### src/rtl/rf_arb_pkg.sv
// Shared types and defaults for the register-file write arbiter.
package rf_arb_pkg;

  typedef enum logic [1:0] {
    IDLE = 2'd0,
    OWN0 = 2'd1,
    OWN1 = 2'd2
  } arb_state_e;

  localparam int DATA_W_DEF = 8;
  localparam int ADDR_W_DEF = 4;
  localparam int BURST_W    = 4;

endpackage

### src/rtl/rf_arb_burst_ctr.sv
// Saturating burst counter: counts consecutive grants to the current owner.
module rf_arb_burst_ctr
  import rf_arb_pkg::*;
#(
  parameter int MAX_BURST = 4
) (
  input  logic clk,
  input  logic rst,
  input  logic clear,
  input  logic load_one,
  input  logic incr,
  output logic at_max
);

  logic [BURST_W-1:0] cnt_d, cnt_q;

  always_comb begin
    cnt_d = cnt_q;
    if (clear) begin
      cnt_d = '0;
    end else if (load_one) begin
      cnt_d = BURST_W'(1);
    end else if (incr && (cnt_q < BURST_W'(MAX_BURST))) begin
      cnt_d = cnt_q + BURST_W'(1);
    end
  end

  always_ff @(posedge clk) begin
    if (rst) cnt_q <= '0;
    else     cnt_q <= cnt_d;
  end

  assign at_max = (cnt_q >= BURST_W'(MAX_BURST));

endmodule

### src/rtl/regfile_write_arbiter.sv
// Round-robin, burst-bounded arbiter for the register-file write port.
// Optional RF_ARB_R0_ZERO_EN: writes to register 0 are granted but suppressed.
module regfile_write_arbiter
  import rf_arb_pkg::*;
#(
  parameter int DATA_W    = DATA_W_DEF,
  parameter int ADDR_W    = ADDR_W_DEF,
  parameter int MAX_BURST = 4
) (
  input  logic              CLK,
  input  logic              RST,
  input  logic              Req0,
  input  logic              Req1,
  input  logic [ADDR_W-1:0] Addr0,
  input  logic [ADDR_W-1:0] Addr1,
  input  logic [DATA_W-1:0] Data0,
  input  logic [DATA_W-1:0] Data1,
  output logic              Gnt0,
  output logic              Gnt1,
  output logic              WriteEnable,
  output logic [ADDR_W-1:0] WriteAddress,
  output logic [DATA_W-1:0] WriteData,
  output logic              Owner
);

  arb_state_e        state_d, state_q;
  logic              last_gnt_d, last_gnt_q;
  logic              we_d, we_q;
  logic [ADDR_W-1:0] waddr_d, waddr_q;
  logic [DATA_W-1:0] wdata_d, wdata_q;
  logic              burst_clear, burst_load, burst_incr, burst_at_max;
  logic [ADDR_W-1:0] sel_addr;
  logic [DATA_W-1:0] sel_data;
  logic              wr_allowed;

  rf_arb_burst_ctr #(.MAX_BURST(MAX_BURST)) u_burst (
    .clk      (CLK),
    .rst      (RST),
    .clear    (burst_clear),
    .load_one (burst_load),
    .incr     (burst_incr),
    .at_max   (burst_at_max)
  );

  // Grants are suppressed entirely while reset is asserted.
  always_comb begin
    state_d     = state_q;
    Gnt0        = 1'b0;
    Gnt1        = 1'b0;
    burst_clear = 1'b0;
    burst_load  = 1'b0;
    burst_incr  = 1'b0;
    if (!RST) begin
      unique case (state_q)
        IDLE: begin
          if (Req0 && (!Req1 || last_gnt_q)) begin
            Gnt0 = 1'b1; state_d = OWN0; burst_load = 1'b1;
          end else if (Req1) begin
            Gnt1 = 1'b1; state_d = OWN1; burst_load = 1'b1;
          end
        end
        OWN0: begin
          if (Req0 && !(Req1 && burst_at_max)) begin
            Gnt0 = 1'b1; burst_incr = 1'b1;
          end else if (Req1) begin
            Gnt1 = 1'b1; state_d = OWN1; burst_load = 1'b1;
          end else begin
            state_d = IDLE; burst_clear = 1'b1;
          end
        end
        OWN1: begin
          if (Req1 && !(Req0 && burst_at_max)) begin
            Gnt1 = 1'b1; burst_incr = 1'b1;
          end else if (Req0) begin
            Gnt0 = 1'b1; state_d = OWN0; burst_load = 1'b1;
          end else begin
            state_d = IDLE; burst_clear = 1'b1;
          end
        end
        default: begin
          state_d = IDLE; burst_clear = 1'b1;
        end
      endcase
    end
  end

  assign sel_addr = Gnt1 ? Addr1 : Addr0;
  assign sel_data = Gnt1 ? Data1 : Data0;

`ifdef RF_ARB_R0_ZERO_EN
  assign wr_allowed = (sel_addr != '0);
`else
  assign wr_allowed = 1'b1;
`endif

  always_comb begin
    last_gnt_d = last_gnt_q;
    we_d       = 1'b0;
    waddr_d    = waddr_q;
    wdata_d    = wdata_q;
    if (Gnt0 || Gnt1) begin
      last_gnt_d = Gnt1;
      we_d       = wr_allowed;
      waddr_d    = sel_addr;
      wdata_d    = sel_data;
    end
  end

  // LastGnt resets to 1 so requester 0 wins the first tie.
  always_ff @(posedge CLK) begin
    if (RST) begin
      state_q    <= IDLE;
      last_gnt_q <= 1'b1;
      we_q       <= 1'b0;
      waddr_q    <= '0;
      wdata_q    <= '0;
    end else begin
      state_q    <= state_d;
      last_gnt_q <= last_gnt_d;
      we_q       <= we_d;
      waddr_q    <= waddr_d;
      wdata_q    <= wdata_d;
    end
  end

  assign WriteEnable  = we_q;
  assign WriteAddress = waddr_q;
  assign WriteData    = wdata_q;
  assign Owner        = last_gnt_q;

endmodule

### config.mk
export PLATFORM = sky130hd
export DESIGN_NAME = regfile_write_arbiter
export DESIGN_NICKNAME = d
export VERILOG_FILES = /design/src/rtl/rf_arb_pkg.sv /design/src/rtl/rf_arb_burst_ctr.sv /design/src/rtl/regfile_write_arbiter.sv
export SDC_FILE = /design/constraint.sdc
export NUM_CORES = 1
export LEC_CHECK = 0
export ABC_AREA = 1
export BUFFER_PORTS_ARGS = -buffer_cell sky130_fd_sc_hd__buf_4
export CORE_MARGIN = 2
export CORE_UTILIZATION = 51
export DETAILED_ROUTE_END_ITERATION = 10
export HOLD_SLACK_MARGIN = 0.05
export PLACE_DENSITY = 0.79
export SYNTH_ARGS = -nofsm -noshare
export SYNTH_HDL_FRONTEND = slang
export SYNTH_HIERARCHICAL = 1
export SYNTH_SLANG_ARGS = --single-unit
### constraint.sdc
create_clock -name CLK -period 1.6 [get_ports CLK]
set_input_delay 0.24 -clock CLK [delete_from_list [all_inputs] [get_ports CLK]]
set_output_delay 0.24 -clock CLK [all_outputs]
set_load 0.01 [all_outputs]
# Yosys cells after proc, flatten, opt, wreduce, memory -nomap -nowiden
# Index checks and enable logic that the tools add are counted.
# classes
order_cmp	2
reduce_logical	16
n_addsub	1
mux	35
eq_ne	5
# ops
operator	n
$mux 1	22
$pmux 1 s3	4
$mux 2	5
$mux 8	1
$logic_and 1x1->1	6
$pmux 2 s3	1
$add 4x1->4 const B	1
$ge 4x3->1 const B	1
$lt 4x3->1 const B	1
$mux 4	1
$ne 2x2->1 const B	2
$logic_not 1->1	3
$ne 3x3->1 const B	1
$reduce_and 3->1	1
$reduce_or 3->1	1
$eq 2x1->1 const B	1
$eq 2x2->1 const B	1
$logic_not 2->1	1
$logic_or 1x1->1	2
$pmux 1 s2	1
$reduce_bool 2->1	1
$reduce_or 2->1	1
# word_totals
output_inout_bits	16
register_bits	20

# Longest topological paths before layout
# Gate-level depths: netlist of the first run.
# logic_depth
ltp_word	10
depth_mapped	12
mapped_depth_nobuf	12

# Cells and area by module
# Netlist of the first run, hierarchy kept.
# by_module_without_submodules
module	n_inst	seq_area_each_um2	area_each_um2	cells_per_inst
regfile_write_arbiter	1	320.3	1271.2	168
rf_arb_burst_ctr	1	80.1	181.4	26

# Worst setup path after synthesis of the first run
# OpenSTA, ideal clock, no wires.
# synth_timing
path_type	register -> register
start	register state_q[0]
end	register waddr_q[0] (netlist: WriteAddress[0])
t_arrival_ps	1314
stages_incl_launch_ff	12
path_buffers	1
setup_slack_ps	172
period_less_slack_ps	1428
required_ps	1485
path_cell_list	dfxtp_1 -> inv_1 -> ha_1 -> nand2_1 -> inv_1 -> nand2_2 -> nand3_2 -> nand2_4 -> nand2_4 -> buf_12 -> nand3_2 -> a21oi_2
# synth_via
elab_chain_cells	4
word_cells_on_any_way	9
cone_classes	eq/ne (2); mux (5); reduce/logical (2)
# synth_rtl
element	line	rtl
start, declared	regfile_write_arbiter.sv:26	arb_state_e state_d, state_q;
start signal, assigned	regfile_write_arbiter.sv:118	state_q <= state_d;
$eq 2x2->1, or another cell as far along	regfile_write_arbiter.sv:54	unique case (state_q)
$pmux 1 s3	regfile_write_arbiter.sv:54	
$mux 1	regfile_write_arbiter.sv:53	if (!RST) begin
$mux 4 / $logic_or 1x1->1 (equally long branches)	regfile_write_arbiter.sv:87, regfile_write_arbiter.sv:101	
end signal, assigned	regfile_write_arbiter.sv:121	waddr_q <= waddr_d;
end, declared	regfile_write_arbiter.sv:29	logic [ADDR_W-1:0] waddr_d, waddr_q;
# Parallel ways exist; a longest one is shown, timed or not.
# A chain may end at the register's enable or synchronous reset.

# Worst setup path in the final report of the first run
# layout_timing
start	register state_q[1]
end	output Gnt1
# layout_via
elab_chain_cells	3
word_cells_on_any_way	5
cone_classes	eq/ne (2); mux (2); reduce/logical (1)
# layout_rtl
element	line	rtl
$eq 2x2->1, or another cell as far along	regfile_write_arbiter.sv:54	
$pmux 1 s3 *	regfile_write_arbiter.sv:54	
$mux 1 *	regfile_write_arbiter.sv:53	
end, declared	regfile_write_arbiter.sv:19	output logic Gnt1,
# Every way passes the cells marked *; elsewhere a longest branch is shown, timed or not.

==> summary.md, run 1 <==
| Metric | Value |
|---|---|
| R2r worst-path depth | 14 |
| Mean post-synth cell area | 7.49 um^2 |
| IO Count | 44 |
| Vias per cell | slightly below 5 |
| Clk_skew | ~0.012 ns |
| Detail Route Antenna Nets | 0 |
| Worst hold-check path type | in2reg |
| Number of cell rows | 19 |
| Synth area leader | dfxtp_1 |
| Internal | between 0.0015 and 0.002 W |
| Cells after Synth | roughly 190 |
| Drt total wl | 3400 um |
| GPL Wtd Cong | 0.816 |
| Worst Path Buf+Inv | 4 |
| Pin count of the biggest net entering global routing | 16 |
| Final Max Tran Viols | 0 |
| Syn Nets | 227 |
| Final min period | between 1.5 and 2 ns |
| Final setup violation count | 2 |
| # diodes | 0 |
| Slowest cell on the critical path | dfxtp_4 |
| Clock sink total | 20 |
| Grt total ovfl | 0 |
| Psw | around 0.0013 W |
| Synth cell types | 20 |
| Register area share after synthesis | 0.276 |
| Least-Margin Pin Slew | 0.249 ns |
| Leak | roughly 1.0 nW |
| Initial DRC count | 37 |
| Clock power share | 0.090 |
| Register share of total power | 0.270 |
| R2R setup slack | 0.04 ns |
| FMAX | about 0.61 GHz |
| Synth async-reset ratio | 0 |
| Crit. End Element | output port |
| Kind of critical path | reg2out |
| Number of global-route vias before repair | between 1000 and 1500 |
| Die Footprint | between 3000 and 4000 um^2 |
| Worst Hold Depth | 5 |
| Hold Crit Start | Addr1[3] |
| Placed Area | about 1800 um^2 |
| Clock Path Buffers | 2 |
| Die Ht | approximately 57 um |
| Pre-Repair DR Iteration Count | 4 |
| Slowest cell delay on critical path | ~0.40 ns |
| Fin Setup TNS | -0.0811 ns |
| Starting Density | 0.531 |
| Worst EP arrival | 1.40 ns |
| Num CTS Buffers | 3 |
| Worst-path clk slew | ~0.11 ns |
| RSZ-0062 raised after global routing | true |
| Fin area | just over 2000 um^2 |
| Vias | between 1000 and 1500 |
| Failing checks | negative setup slack |
| Slew HR | 0.834 |
| NumNets Final | 286 |
| Hold slack final | between 0.2 and 0.25 ns |
| Fin crit share | 1.03 |
| Max-Cap Viols | 0 |
| Worst Path Required | 1.36 ns |
| Crit path max-delay family | flip-flops |
| Horiz. Die Dim | 57.4 um |
| CTS tree | yes |
| Worst vdd ir | about 1.3 mV |
| WL per Instance | 12.1 um |
| Remaining DRCs | 0 |
| Logic pwr share | 0.640 |
| Cell Pwr Density | between 1000 and 1500 nW/um^2 |
| Core ar. | about 2700 um^2 |
| Worst-path cell chain | inv_4 > ha_4 > nand2_4 > inv_4 > nand2_4 > nand3_4 > nand2_8 > inv_4 > buf_6 |
| Hold-fix buffers, CTS | 0 |
| Worst reg2reg startpoint | state_q[0] |
| Syn. warnings | 6 |
| Crit Path Max Fanout | 3 |
| Synth Register Bits | 20 |
| R2r endpoint | u_burst/cnt_q[2] |
| Hold EP | WriteAddress[3] |
| Most frequent cells after synthesis | inv_1, nand3_1, nand2_1 |
| Sw frac | 0.441 |
| Run status | finished with violations |
| Setup WS post-layout | -0.0423 ns |
| Initial antenna violation count | 0 |
| First-pass GRT wire length | about 5600 um |
| Share of the synthesized area in the top cell type | 0.276 |
| Fraction of layout cells with a size suffix above 1 | 0.522 |
| Cell mode on critical path | inv_4 |
| Number of flops mapped to enable cells by yosys | 0 |
| P&R area growth vs syn | 38.7% |
| Clk_lat worst skew | approximately 0.32 ns |
| GRT Util Overall | 0.215 |
| H-tree Lvls | 1 |
| CTS root buf | clkbuf_4 |
| Post-DP HPWL | approximately 2300 um |
| Most frequent cell after synthesis | inv_1 |
| Port Buffers | 43 |
| Fill count | roughly 210 |
| Post-Syn Area | roughly 1500 um^2 |
| Hold Fails Final Rpt | 0 |
| Synth Flop Type | dfxtp_1 |
| Largest cells by area after synthesis | dfxtp_1, inv_1, nand3_1 |
| CP startpoint kind | register |
==> placed cells by master, fill, tap and decap left out, types with 3 or more instances in the layout <==
| cell type | instances |
|---|---|
| buf_4 | 59 |
| inv_1 | 36 |
| nand3_1 | 28 |
| nand2_1 | 22 |
| dfxtp_1 | 17 |
| nand2_2 | 16 |
| nand3_2 | 14 |
| a21oi_2 | 11 |
| a21oi_1 | 6 |
| inv_4 | 5 |
| nor2_1 | 5 |
| inv_2 | 4 |
| nand2_4 | 3 |
| o211ai_1 | 3 |
| ha_4 | 3 |
| clkbuf_4 | 3 |
==> registers in the layout, indices dropped and copies added (netlist names) <==
register       flops
Owner              1
WriteAddress       4
WriteData          8
WriteEnable        1
state_q            2
u_burst/cnt_q      4
==> power groups by stage <==
stage	clock [W]	sequential, W	combinational [W]
after floorplan	0	0.000787	0.00108
after global placement	0	0.000747	0.00149
after detailed placement	0	0.000750	0.00151
after CTS	0.000252	0.000781	0.00172
after global routing	0.000275	0.000798	0.00202
final	0.000260	0.000779	0.00185
==> kinds of logic after synthesis <==
group                      synth area share
AOI/OAI and AO/OA                     0.109
adders and majority gates            0.0431
buffers and inverters                 0.189
DFF                                   0.276
and+or+nand+nor                       0.382
==> per-layer routing <==
layer  track usage  part of all wire
met1         0.288              0.46
met5             0                 0
met3        0.0363             0.051
met2         0.351              0.48
met4        0.0731             0.011
==> repair_timing <==
item | in CTS | in global routing
resized for setup | 24 | 12
cloned | 0 | 0
buffers inserted | 9 | 3
endpoints found under the setup margin | 4 | 17
pin swaps | 11 | 2
==> worst max-delay path by stage <==
stage | start | to | slack, ns | depth (start not counted)
detailed placement | state_q[0] | WriteData[4] | -0.0002 | 10
global placement | state_q[0] | WriteData[3] | 0.01 | 10
global route | state_q[0] | Gnt0 | -0.09 | 9
CTS | state_q[0] | Gnt0 | -0.06 | 9
floorplan | state_q[0] | WriteAddress[0] | 0.17 | 11
finish | state_q[1] | Gnt1 | -0.04 | 9
==> worst reg2reg max path, cell delays in order (launching register included) <==
cell	delay (ns)
dfxtp_4	0.38
inv_4	0.08
ha_4	0.14
nand2_2	0.06
inv_2	0.05
nand2_2	0.05
buf_4	0.12
buf_4	0.12
buf_4	0.12
nand3_1	0.07
nand2_1	0.05
inv_1	0.04
inv_1	0.05
nand2_2	0.08
a21oi_1	0.04
==> layout make-up <==
cell class	count	area (um^2)	area share
Timing Repair Buffer	63	505	0.251
Inverter	45	181	0.0901
Multi-Input combinational cell	120	857	0.425
Sequential cell	20	409	0.203
Clock buffer	3	22.5	0.0112
Tap cell	31	38.8	0.0193
==> metrics by stage <==
| stage | setup WS, ns | power (W) | cells | utilization |
|---|---|---|---|---|
| 3_3_place_gp | 0.0133 | 0.00224 | 267 | 0.651 |
| 4_1_cts | -0.0556 | 0.00275 | 279 | 0.713 |
| 6_report | -0.0423 | 0.00289 | 282 | 0.737 |
| 2_1_floorplan | 0.172 | 0.00187 | 194 | - |
| 3_5_place_dp | -0.000155 | 0.00226 | 267 | 0.651 |
| 5_1_grt | -0.0936 | 0.00309 | 282 | 0.737 |
Power figures use the tool's default switching activity.
==> inputs of run 2 (changes only) <==
--- a/config.mk
+++ b/config.mk
@@ -9,6 +9,7 @@
 export BUFFER_PORTS_ARGS = -buffer_cell sky130_fd_sc_hd__buf_4
 export CORE_MARGIN = 2
 export CORE_UTILIZATION = 51
+export CTS_CLUSTER_SIZE = 12
 export DETAILED_ROUTE_END_ITERATION = 10
 export HOLD_SLACK_MARGIN = 0.05
 export PLACE_DENSITY = 0.79
==> constraint.sdc (replaced) <==
create_clock -name CLK -period 1.6 [get_ports CLK]
set_input_delay 0.08 -clock CLK [delete_from_list [all_inputs] [get_ports CLK]]
set_output_delay 0.08 -clock CLK [all_outputs]
set_load 0.01 [all_outputs]
==> summary.md, run 2 (synthesis gave the netlist of run 1 again) <==
| Metric | Value |
|---|---|
| Run status | finished clean |
| IO Count | 44 (unchanged) |
| Initial antenna violation count | 0 (unchanged) |
| Layout Utilization | 0.749 (+0.0119) |
| Initial DRC count | 35 (-5.4%) |
| Number of global-route vias before repair | 1335 (+1.7%) |
| Grt total ovfl | 0 (unchanged) |
| Core ar. | 2730 um^2 (unchanged) |
| Fin crit share | 0.997 (-0.0296) |
| Vias | 1460 (+6.2%) |
| Max reg flops | 8 (unchanged) |
| Vias per cell | 5.16 (+5.8%) |
| Clk_skew | 0.00466 ns (-0.00766 ns) |
| GPL Wtd Cong | 0.813 (-0.33%) |
| # diodes | 0 (unchanged) |
| Clock Path Buffers | 2 (unchanged) |
| Worst hold-check path type | in2reg |
| Pre-Repair DR Iteration Count | 4 (unchanged) |
| Worst-path clk slew | 0.12 ns (about the same) |
| Final setup violation count | 0 (-2) |
| Hold Fails Final Rpt | 0 (unchanged) |
| R2r worst-path depth | 12 (-2) |
| Worst vdd ir | 1.14 mV (-9.3%) |
| CTS tree | yes |
| Slowest cell on the critical path | dfxtp_4 |
| Max-Cap Viols | 0 (unchanged) |
| Kind of critical path | reg2reg |
| Pin count of the biggest net entering global routing | 16 (unchanged) |
| Slowest cell delay on critical path | 0.39 ns (about the same) |
| Commonest non-fill, non-tap cells in the layout | buf_4, inv_1, nand3_1 |
| R2R setup slack | 0.005 ns (-0.03 ns) |
| Fill count | 215 (+1.4%) |
| Fin Setup TNS | 0 ns (+0.0811 ns) |
| Die Ht | 57.4 um (unchanged) |
| P&R area growth vs syn | 40.9% |
| Die Footprint | 3290 um^2 (unchanged) |
| Worst reg2reg startpoint | state_q[1] |
| Worst Hold Depth | 5 (unchanged) |
| Post-DP HPWL | 2350 um (+1.1%) |
| H-tree Lvls | 1 (unchanged) |
| Leak | 1.06 nW (+1.9%) |
| Num CTS Buffers | 3 (unchanged) |
| Drt total wl | 3960 um (+16%) |
| FMAX | 0.627 GHz (+3.0%) |
| Crit. End Element | register |
| Slew HR | 0.828 (-0.00634) |
| Horiz. Die Dim | 57.4 um (unchanged) |
| Number of cell rows | 19 (unchanged) |
| R2r endpoint | WriteAddress[1] |
| Final min period | 1.59 ns (-0.0474 ns) |
| Final Max Tran Viols | 0 (unchanged) |
| Cell mode on critical path | nand2_4 |
| GRT Util Overall | 0.212 (-0.00357) |
| Hold EP | WriteAddress[3] |
| First-pass GRT wire length | 5530 um (-1.7%) |
| CTS root buf | clkbuf_4 |
| CP startpoint kind | register |
| Remaining DRCs | 0 (unchanged) |
| Worst Path Required | 1.86 ns (+0.50 ns) |
| Clk_lat worst skew | 0.31 ns (about the same) |
| Crit Path Max Fanout | 6 (+3) |
| Fraction of layout cells with a size suffix above 1 | 0.524 (+0.00190) |
| NumNets Final | 286 (unchanged) |
| Most common cell after layout, fill and taps aside | buf_4 |
| Worst EP arrival | 1.86 ns (+0.46 ns) |
| Port Buffers | 43 (unchanged) |
| Least-Margin Pin Slew | 0.258 ns (+0.00889 ns) |
| Starting Density | 0.531 (unchanged) |
| Worst-path cell chain | inv_4 > ha_4 > nand2_4 > inv_4 > nand2_4 > nand3_4 > nand2_8 > buf_6 > buf_6 > nand2_4 > nand3_2 > a21oi_2 |
| Cell Pwr Density | 1490 nW/um^2 (+3.8%) |
| Detail Route Antenna Nets | 0 (unchanged) |
| Clock sink total | 20 (unchanged) |
| Hold Crit Start | Addr1[3] |
| WL per Instance | 14.0 um (+16%) |
[run 2: changes by cell type in the layout (fill, tap and decap cells not counted), moves of 2 or more]
cell and delta:
inv_4 -2, nand2_4 +2, buf_4 -3, buf_6 +4
nand2_2 -3
[run 2: repair_timing]
action | 4_1_cts | 5_1_grt
buffers inserted | 6 | 5
hold endpoints to repair | 0 | 0
setup endpoints to repair | 11 | 17
pin swaps | 2 | 12
resized for setup | 7 | 32
hold buffers | 0 | 0
gates cloned | 0 | 0
[run 2: area by class of cell]
class / instances / area, um^2 / share of cell area
clock buffers: 4 / 36.3 / 0.0177
inverters: 45 / 181 / 0.0886
multi-input cells: 120 / 873 / 0.427
flip-flops and latches: 20 / 409 / 0.200
well taps: 31 / 38.8 / 0.0189
repair buffers: 63 / 508 / 0.248
[run 2: worst max-delay path, delay by kind of cell, from the launching register on]
kind	cells	cell delay [ns]
buf+inv	4	0.40
flops	1	0.39
compound gates	1	0.14
fa+ha+maj	1	0.16
simple gates	6	0.44
[run 2: worst max-delay path by stage]
stage	start	slack (ns)	cells after the start	end
floorplan	state_q[0]	0.17	11	WriteAddress[0]
global placement	state_q[0]	0.005	10	WriteData[5]
detailed placement	state_q[0]	-0.009	10	WriteAddress[0]
CTS	state_q[0]	-0.02	9	Gnt0
global route	u_burst/cnt_q[2]	-0.05	11	WriteAddress[1]
finish	state_q[1]	0.005	12	WriteAddress[1]
[run 2: report_power, final]
part | total (W) | switching (W) | internal, W
combinational | 0.00194 | 0.00105 | 0.000890
sequential | 0.000790 | 0.000128 | 0.000662
clock | 0.000314 | 0.000175 | 0.000139
total | 0.00304 | 0.00135 | 0.00169
[run 2: stage by stage]
| stage | setup WS [ns] | hold WS (ns) | std cells | power [W] | cell area (um^2) |
|---|---|---|---|---|---|
| after floorplan | 0.172 | 0.142 | 194 | 0.00187 | 1450 |
| after global placement | 0.00480 | 0.379 | 268 | 0.00223 | 1780 |
| after detailed placement | -0.00855 | 0.384 | 268 | 0.00226 | 1780 |
| after CTS | -0.0227 | 0.0608 | 278 | 0.00272 | 1890 |
| after global routing | -0.0521 | 0.0525 | 283 | 0.00323 | 2050 |
| final | 0.00508 | 0.0532 | 283 | 0.00304 | 2050 |
[run 2: metal layers]
metal,global-route usage,part of all wire
met1,0.264,0.42
met2,0.341,0.50
met3,0.0476,0.048
met4,0.106,0.032
met5,0,0
==> inputs of run 3 (changes only) <==
--- a/config.mk
+++ b/config.mk
@@ -13,6 +13,7 @@
 export DETAILED_ROUTE_END_ITERATION = 10
 export HOLD_SLACK_MARGIN = 0.05
 export PLACE_DENSITY = 0.79
+export RECOVER_POWER = 50
 export SYNTH_ARGS = -nofsm -noshare
 export SYNTH_HDL_FRONTEND = slang
 export SYNTH_HIERARCHICAL = 1
==> summary.md, run 3 (synthesis gave the netlist of run 1 again) <==
| Metric | Value |
|---|---|
| Post-DP HPWL | 2350 um (unchanged) |
| Kind of critical path | reg2reg |
| Final Max Tran Viols | 0 (unchanged) |
| NumNets Final | 286 (unchanged) |
| Max-Cap Viols | 0 (unchanged) |
| Remaining DRCs | 0 (unchanged) |
| IO Count | 44 (unchanged) |
| Die Footprint | 3290 um^2 (unchanged) |
| Final min period | 1.60 ns (+0.00557 ns) |
| Max reg flops | 8 (unchanged) |
| Worst vdd ir | 1.14 mV (about the same) |
| Fin crit share | 1.00 (+0.00348) |
| Fraction of layout cells with a size suffix above 1 | 0.468 (-0.0556) |
| Number of cell rows | 19 (unchanged) |
| CTS tree | yes |
| Crit. End Element | register |
| CP startpoint kind | register |
| Least-Margin Pin Slew | 0.258 ns (-0.000265 ns) |
| Worst EP arrival | 1.86 ns (about the same) |
| Final setup violation count | 1 (+1) |
| Fin Setup TNS | -0.000496 ns (-0.000496 ns) |
| Core ar. | 2730 um^2 (unchanged) |
| First-pass GRT wire length | 5530 um (unchanged) |
| Port Buffers | 43 (unchanged) |
| Worst hold-check path type | in2reg |
| Met2 Wirelength | 1960 um (-0.56%) |
| Starting Density | 0.531 (unchanged) |
| Crit Path Max Fanout | 6 (unchanged) |
| Setup WS post-layout | -0.000496 ns (-0.00557 ns) |
| Worst-path clk slew | 0.12 ns (about the same) |
| Vias | 1499 (+2.7%) |
| Hold-fix buffers, CTS | 0 (unchanged) |
| Met1 Wirelength | 1620 um (-2.8%) |
| Initial DRC count | 40 (+14%) |
| Most common cell after layout, fill and taps aside | buf_4 |
| Cell Pwr Density | 1480 nW/um^2 (-0.24%) |
| Top sig layer | met4 |
| Worst Path Required | 1.86 ns (about the same) |
| Pre-Repair DR Iteration Count | 4 (unchanged) |
| Die Ht | 57.4 um (unchanged) |
| Commonest non-fill, non-tap cells in the layout | buf_4, inv_1, nand3_1 |
| Clk_lat worst skew | 0.31 ns (about the same) |
| P&R area growth vs syn | 37.3% |
| Horiz. Die Dim | 57.4 um (unchanged) |
| Pin count of the biggest net entering global routing | 16 (unchanged) |
| WL per Instance | 14.0 um (-0.23%) |
| Place WS | -0.00855 ns (unchanged) |
| Run status | finished with violations |
| GRT Util Overall | 0.212 (unchanged) |
| Leak | 1.00 nW (-5.4%) |
| Failing checks | negative setup slack |
| H-tree Lvls | 1 (unchanged) |
| Detail Route Antenna Nets | 0 (unchanged) |
| Number of global-route vias before repair | 1335 (unchanged) |
| Sequential Area | 409 um^2 (unchanged) |
| Initial antenna violation count | 0 (unchanged) |
| Grt total ovfl | 0 (unchanged) |
| CTS root buf | clkbuf_4 |
| Slew HR | 0.828 (about the same) |
| Clock sink total | 20 (unchanged) |
| Vias per cell | 5.30 (+2.7%) |
| Area of the multi-input gates | 873 um^2 (unchanged) |
| Clk_skew | 0.00334 ns (-0.00132 ns) |
| Met3 wire length | 213 um (+12%) |
| Drt total wl | 3950 um (-0.23%) |
| Fill count | 218 (+1.4%) |
| Hold Fails Final Rpt | 0 (unchanged) |
| FMAX | 0.625 GHz (-0.35%) |
| GPL Wtd Cong | 0.813 (unchanged) |
| Num CTS Buffers | 3 (unchanged) |
| Clock Path Buffers | 2 (unchanged) |
| # diodes | 0 (unchanged) |
[run 3: repair_timing]
item / CTS / global route
gates resized for setup: 7 / 32
hold endpoints to repair: 0 / 0
endpoints found under the setup margin: 11 / 17
setup buffers: 6 / 5
pin swaps: 2 / 12
[run 3: cell type report]
cell class	instances	area share
Clock buffer	4	0.0182
Inverter	45	0.0910
Multi-Input combinational cell	120	0.438
Sequential cell	20	0.205
Tap cell	31	0.0194
Timing Repair Buffer	63	0.228
[run 3: worst max-delay path: stages, from the launching register on]
cell and delay, ns:
dfxtp_4 0.39, inv_4 0.08, ha_4 0.16, nand2_4 0.06, inv_4 0.06, nand2_4 0.05, nand3_4 0.11, nand2_8 0.08
buf_6 0.14, buf_6 0.12, nand2_4 0.06, nand3_2 0.08, a21oi_2 0.15
[run 3: worst paths after layout]
path | depth (start not counted) | end | slack [ns] | from
max | 12 | WriteAddress[1] | -0.0005 | state_q[1]
min | 5 | WriteAddress[3] | 0.06 | Addr1[3]
max reg2reg | 12 | WriteAddress[1] | -0.0005 | state_q[1]
min reg2reg | 2 | u_burst/cnt_q[3] | 0.48 | u_burst/cnt_q[3]
[run 3: routing by layer]
layer | up-vias | global-route usage
met3 | 17 | 0.0476
met1 | 709 | 0.264
met4 | 0 | 0.106
li1 | 719 | -
met2 | 54 | 0.341
met5 | - | 0
[run 3: report_power, final]
part / total (W) / switching, W / internal, W
registers: 0.000787 / 0.000125 / 0.000662
logic: 0.00186 / 0.00105 / 0.000807
clock network: 0.000312 / 0.000173 / 0.000139
total: 0.00296 / 0.00135 / 0.00161
[run 3: through the flow]
step / std cells / power (W) / area (um^2) / util / hold WS [ns]
after floorplan: 194 / 0.00187 / 1450 / - / 0.142
after global placement: 268 / 0.00223 / 1780 / 0.649 / 0.379
after detailed placement: 268 / 0.00226 / 1780 / 0.649 / 0.384
after CTS: 278 / 0.00272 / 1890 / 0.693 / 0.0608
after global routing: 283 / 0.00315 / 1990 / 0.730 / 0.0525
final: 283 / 0.00296 / 1990 / 0.730 / 0.0556
